$ cat config.mk
export PLATFORM = sky130hd
export DESIGN_NAME = cmd_bus_arbiter
export DESIGN_NICKNAME = d
export VERILOG_FILES = /design/src/rtl/cmd_bus_pkg.sv /design/src/rtl/cmd_bus_arbiter.sv
export SDC_FILE = /design/constraint.sdc
export NUM_CORES = 1
export LEC_CHECK = 0
export ABC_AREA = 1
export BUFFER_PORTS_ARGS = -buffer_cell sky130_fd_sc_hd__buf_2
export CAP_MARGIN = 20
export CELL_PAD_IN_SITES_DETAIL_PLACEMENT = 2
export CELL_PAD_IN_SITES_GLOBAL_PLACEMENT = 2
export CORE_MARGIN = 2
export CORE_UTILIZATION = 26
export DETAILED_ROUTE_END_ITERATION = 12
export PLACE_DENSITY = 0.88
export SLEW_MARGIN = 20
export SYNTH_ARGS = -nofsm -noshare
export SYNTH_HDL_FRONTEND = slang
export SYNTH_SLANG_ARGS = --single-unit
$ cat constraint.sdc
create_clock -name tb_clk -period 1.7 [get_ports tb_clk]
set_input_delay 0.085 -clock tb_clk [delete_from_list [all_inputs] [get_ports tb_clk]]
set_output_delay 0.085 -clock tb_clk [all_outputs]
set_load 0.005 [all_outputs]
$ cat src/rtl/cmd_bus_pkg.sv
// rtl/cmd_bus_pkg.sv - shared state encoding and bus width defaults for the cmd bus arbiter
package cmd_bus_pkg;

  localparam int unsigned CMD_ADDR_W = 24;
  localparam int unsigned CMD_DATA_W = 32;

  typedef enum logic [1:0] {
    ST_IDLE    = 2'd0,
    ST_GRANT0  = 2'd1,
    ST_GRANT1  = 2'd2,
    ST_RELEASE = 2'd3
  } arb_state_e;

endpackage

$ cat src/rtl/cmd_bus_arbiter.sv
// rtl/cmd_bus_arbiter.sv - two-requester round-robin arbiter onto the mib master cmd slave port
module cmd_bus_arbiter
  import cmd_bus_pkg::*;
#(
  parameter int unsigned P_ADDR_W             = CMD_ADDR_W,
  parameter int unsigned P_DATA_W             = CMD_DATA_W,
  parameter int unsigned P_GRANT_TIMEOUT_CLKS = 64
) (
  input  logic                tb_clk,
  input  logic                tb_srst,

  input  logic                i_m0_sel,
  input  logic                i_m0_rd_wr_n,
  input  logic [P_ADDR_W-1:0] i_m0_byte_addr,
  input  logic [P_DATA_W-1:0] i_m0_wdata,
  output logic                o_m0_ack,
  output logic [P_DATA_W-1:0] o_m0_rdata,
  output logic                o_m0_timeout,

  input  logic                i_m1_sel,
  input  logic                i_m1_rd_wr_n,
  input  logic [P_ADDR_W-1:0] i_m1_byte_addr,
  input  logic [P_DATA_W-1:0] i_m1_wdata,
  output logic                o_m1_ack,
  output logic [P_DATA_W-1:0] o_m1_rdata,
  output logic                o_m1_timeout,

  output logic                o_cmd_sel,
  output logic                o_cmd_rd_wr_n,
  output logic [P_ADDR_W-1:0] o_cmd_byte_addr,
  output logic [P_DATA_W-1:0] o_cmd_wdata,
  input  logic                i_cmd_ack,
  input  logic [P_DATA_W-1:0] i_cmd_rdata,
  input  logic                i_cmd_mib_timeout
);

  localparam int unsigned       WDOG_W    = (P_GRANT_TIMEOUT_CLKS > 2) ? $clog2(P_GRANT_TIMEOUT_CLKS) : 1;
  localparam logic [WDOG_W-1:0] WDOG_LAST = WDOG_W'(P_GRANT_TIMEOUT_CLKS - 1);

  arb_state_e        state_q;
  logic              last_m1_q;
  logic [WDOG_W-1:0] wdog_q;

  logic              grant_m1_d;
  logic              req_any;
  logic              wdog_expired;

  // On a tie the requester that was not served last wins.
  always_comb begin
    grant_m1_d   = 1'b0;
    if (i_m0_sel && i_m1_sel) begin
      grant_m1_d = ~last_m1_q;
    end else begin
      grant_m1_d = i_m1_sel;
    end
    req_any      = i_m0_sel | i_m1_sel;
    wdog_expired = (wdog_q == WDOG_LAST);
  end

  always_ff @(posedge tb_clk or negedge tb_srst) begin
    if (!tb_srst) begin
      state_q         <= ST_IDLE;
      last_m1_q       <= 1'b1;
      wdog_q          <= '0;
      o_cmd_sel       <= 1'b0;
      o_cmd_rd_wr_n   <= 1'b0;
      o_cmd_byte_addr <= '0;
      o_cmd_wdata     <= '0;
      o_m0_ack        <= 1'b0;
      o_m0_timeout    <= 1'b0;
      o_m0_rdata      <= '0;
      o_m1_ack        <= 1'b0;
      o_m1_timeout    <= 1'b0;
      o_m1_rdata      <= '0;
    end else begin
      o_m0_ack     <= 1'b0;
      o_m1_ack     <= 1'b0;
      o_m0_timeout <= 1'b0;
      o_m1_timeout <= 1'b0;

      case (state_q)
        ST_IDLE: begin
          if (req_any) begin
            state_q         <= grant_m1_d ? ST_GRANT1 : ST_GRANT0;
            last_m1_q       <= grant_m1_d;
            wdog_q          <= '0;
            o_cmd_sel       <= 1'b1;
            o_cmd_rd_wr_n   <= grant_m1_d ? i_m1_rd_wr_n   : i_m0_rd_wr_n;
            o_cmd_byte_addr <= grant_m1_d ? i_m1_byte_addr : i_m0_byte_addr;
            o_cmd_wdata     <= grant_m1_d ? i_m1_wdata     : i_m0_wdata;
          end
        end

        // The latched o_cmd_rd_wr_n decides whether read data is captured,
        // so a requester changing its inputs mid-grant cannot corrupt it.
        ST_GRANT0, ST_GRANT1: begin
          if (i_cmd_ack) begin
            o_cmd_sel <= 1'b0;
            state_q   <= ST_RELEASE;
            if (state_q == ST_GRANT0) begin
              o_m0_ack <= 1'b1;
              if (o_cmd_rd_wr_n) begin
                o_m0_rdata <= i_cmd_rdata;
              end
            end else begin
              o_m1_ack <= 1'b1;
              if (o_cmd_rd_wr_n) begin
                o_m1_rdata <= i_cmd_rdata;
              end
            end
          end else if (i_cmd_mib_timeout || wdog_expired) begin
            o_cmd_sel <= 1'b0;
            state_q   <= ST_RELEASE;
            if (state_q == ST_GRANT0) begin
              o_m0_timeout <= 1'b1;
            end else begin
              o_m1_timeout <= 1'b1;
            end
          end else begin
            wdog_q <= wdog_q + WDOG_W'(1);
          end
        end

        ST_RELEASE: begin
          state_q <= ST_IDLE;
        end

        default: begin
          state_q <= ST_IDLE;
        end
      endcase
    end
  end

endmodule

==> impl_metrics.toml <==
[outcome]
status = "completed"

[logic_synthesis]
syn_inst = 649
synth_edf_count = 0
ys_ff_latch = 135
ys_warn_count = 0
synth_nets = 805
syn_avg_cell_area_um2 = 8.99
synth_area_mm2 = 0.00583
ys_types = 26
synth-async-reset-ratio_pct = 100
ys.flop_type = "dfrtp_1"
yosysSeqAreaShare_pct = 57.9

[pwr]
power_switching_w = 0.00667
p_leak_nw = 5.01
p_clk_share_pct = 23.2
ir_drop_mv = 0.684
seqPwrFrac_pct = 35.2
p_sw_share_pct = 40.6
comb_power_share_pct = 41.7
p_int_w = 0.00977
powerDensity_mw_per_mm2 = 1690

[final_layout]
finalNonFillerCells = 1370
syn_to_final_growth_pct = 66.7
nets = 1229
num-fill-cells = 2353
regArea_mm2 = 0.00338
multiInputGateArea_mm2 = 0.00208
drive_gt1_share_pct = 33.8

[global_routing]
antenna_found_initial = 5
track_usage_pct = 24.5
overflow = 0
grt_pass1_wl_mm = 44.7
grt_max_degree = 65
first_global_vias = 7568

[routing]
wl_per_cell_um = 21.5
routed_wl_mm = 29.5
vias = 6557
met2_length_mm = 14.9
dr.max_layer_used = "met5"
drc = 0
antenna_left = 0
dr_wl_met3_mm = 2.00
met1_length_mm = 11.9
drt-pass1-iter-count = 5
viasPerCell = 4.79
drt_iter0_markers = 273

[setup_path]
crit_arrival_ns = 1.89
critPathKind = "reg -> reg"
worst_setup_path_start_kind = "register"
worstPathMaxFanout = 25
critical_path.endpoint_type = "register"
critical_path_required_ns = 1.97

[sta]
finalCriticalPeriod_ns = 1.62
clock_skew_ns = 0.0114
fin_crit_sh_pct = 95.3
tns_ns = 0
slew_viol_final = 0
tightest_slew_ns = 0.393
fin_ws_ns = 0.0798
hold_violations = 0
timing.fmax_ghz = 0.617
slew_headroom_pct = 73.7
finalSetupViolations = 0

[cts]
numCtsBuffers = 17
cts.clk_slew.worst_paths_ns = 0.07
clkSinkCount = 135
cts_tree = "built"
root_buffer = "clkbuf_16"
h-tree-depth = 4
ctsLongestPathBuffers = 2
worstSkewPairLatency_ns = 0.42

[floorplanning]
fp.dieW_um = 154
core-area_mm2 = 0.0219
start_util_pct = 26.6
io_pins = 278
num_rows = 54
die_h_um = 154
die_area_mm2 = 0.0236

[placed_design]
io_buffers = 277
hpwl_mm = 16.0
dp_worst_setup_slack_ns = 0.0311
gp_congestion = 0.739
dp.cells = 1186

[worst_hold_path]
worstHoldPathType = "in -> reg"

[flow_run]
maxCapViolCount = 0
final timing paths:
path / startpoint / slack (ns) / endpoint / cells after the start
worst max-delay path: last_m1_q / 0.08 / o_cmd_wdata[13] / 6
worst max register to register: last_m1_q / 0.08 / o_cmd_wdata[13] / 6
worst min-delay path: i_m0_wdata[31] / 0.05 / o_cmd_wdata[31] / 3
max in group asynchronous: tb_srst / 0.85 / o_cmd_wdata[17] / 3
worst min register to register: o_m0_rdata[27] / 0.48 / o_m0_rdata[27] / 2
min in group asynchronous: tb_srst / 0.18 / o_m0_rdata[0] / 2
per-stage QoR:
stage	hold slack (ns)	total power, W	cell area, um2	util [%]
after floorplan	-0.211	0.00853	5830	-
after global placement	0.00541	0.0111	7560	34.5
after detailed placement	0.00919	0.0116	7560	34.5
after CTS	0.00731	0.0158	9610	43.9
after global routing	0.0473	0.0175	9720	44.4
final	0.0512	0.0164	9720	44.4
metal layers:
| metal | up-vias | global-route usage [%] |
|---|---|---|
| li1 | 2945 | - |
| met1 | 3291 | 28.5 |
| met2 | 270 | 42.9 |
| met3 | 49 | 7.38 |
| met4 | 2 | 8.39 |
| met5 | - | 0 |
synth_stat cells (4+ instances only):
library cell / number / area [um2]
o21ai_0: 90 / 450
buf_2: 8 / 40.0
clkbuf_1: 10 / 37.5
ha_1: 4 / 50.1
o21ai_1: 64 / 320
nand2_1: 167 / 627
nor2_1: 68 / 255
buf_6: 8 / 90.1
dfrtp_1: 134 / 3350
o21ai_2: 26 / 228
inv_1: 39 / 146
buf_4: 9 / 67.6
nand3_1: 4 / 20.0
registers in the layout, indices dropped and copies added, names as in the netlist, 2 cells and up:
register         cells
o_cmd_wdata         32
o_m0_rdata          32
o_m1_rdata          32
o_cmd_byte_addr     24
wdog_q               6
state_q              2
layout by cell type (no fill, tap or decap), types with 3 or more instances in the layout:
cell type / netlist / routed
buf_4: 9 / 9
nand2_1: 167 / 166
buf_2: 8 / 276
nor2_1: 68 / 68
o21ai_1: 64 / 65
o21ai_2: 26 / 26
diode_2: 0 / 4
clkinvlp_4: 0 / 3
o21ai_0: 90 / 89
inv_1: 39 / 39
ha_1: 4 / 3
dlygate4sd3_1: 0 / 144
nand3_1: 4 / 4
buf_12: 0 / 7
clkinv_4: 0 / 3
inv_6: 0 / 5
clkbuf_16: 0 / 19
dfrtp_1: 134 / 134
worst max-delay path, stage by stage (launching register included):
cell	delay (ns)
dfstp_2	0.53
nand2_1	0.06
nand2_2	0.09
inv_2	0.17
buf_12	0.22
o21ai_0	0.24
o21ai_1	0.15
kinds of logic (layout without fill, tap and decap cells):
| logic type | after synthesis | after routing | synth area share, % |
|---|---|---|---|
| other | 0 | 4 | 0 |
| flip-flops | 135 | 135 | 57.9 |
| adder cells (fa/ha/maj) | 4 | 4 | 0.858 |
| AND/OR/NAND/NOR | 246 | 246 | 16.4 |
| XOR/XNOR | 2 | 2 | 0.300 |
| buffers and inverters | 78 | 515 | 6.84 |
| AO/OA/AOI/OAI | 184 | 184 | 17.7 |
final cells by class:
cell class                 instances  area share (%)
sequential                       135            34.8
timing repair buffer             442            32.4
multi-input combinational        436            21.4
clock buffer                      18            4.52
tap                              280            3.60
clock inverter                    14            1.69
inverter                          41            1.58
antenna                            4           0.103
power by group through the flow:
stage                     Clock, W  Combinational [W]  Sequential, W
final                      0.00381            0.00685        0.00578
after global routing       0.00403            0.00756        0.00593
after CTS                  0.00394            0.00622        0.00561
after detailed placement         0            0.00591        0.00564
after global placement           0            0.00556        0.00554
after floorplan                  0            0.00290        0.00562
timing repair:
| action | 4_1_cts | 5_1_grt |
|---|---|---|
| hold endpoints to repair | 252 | 0 |
| resized for setup | 1 | 8 |
| hold buffers | 144 | 0 |
| pin swaps | 0 | 2 |
| setup buffers | 0 | 1 |
| endpoints found under the setup margin | 1 | 74 |
| cloned | 0 | 3 |
Power figures use the tool's default switching activity.
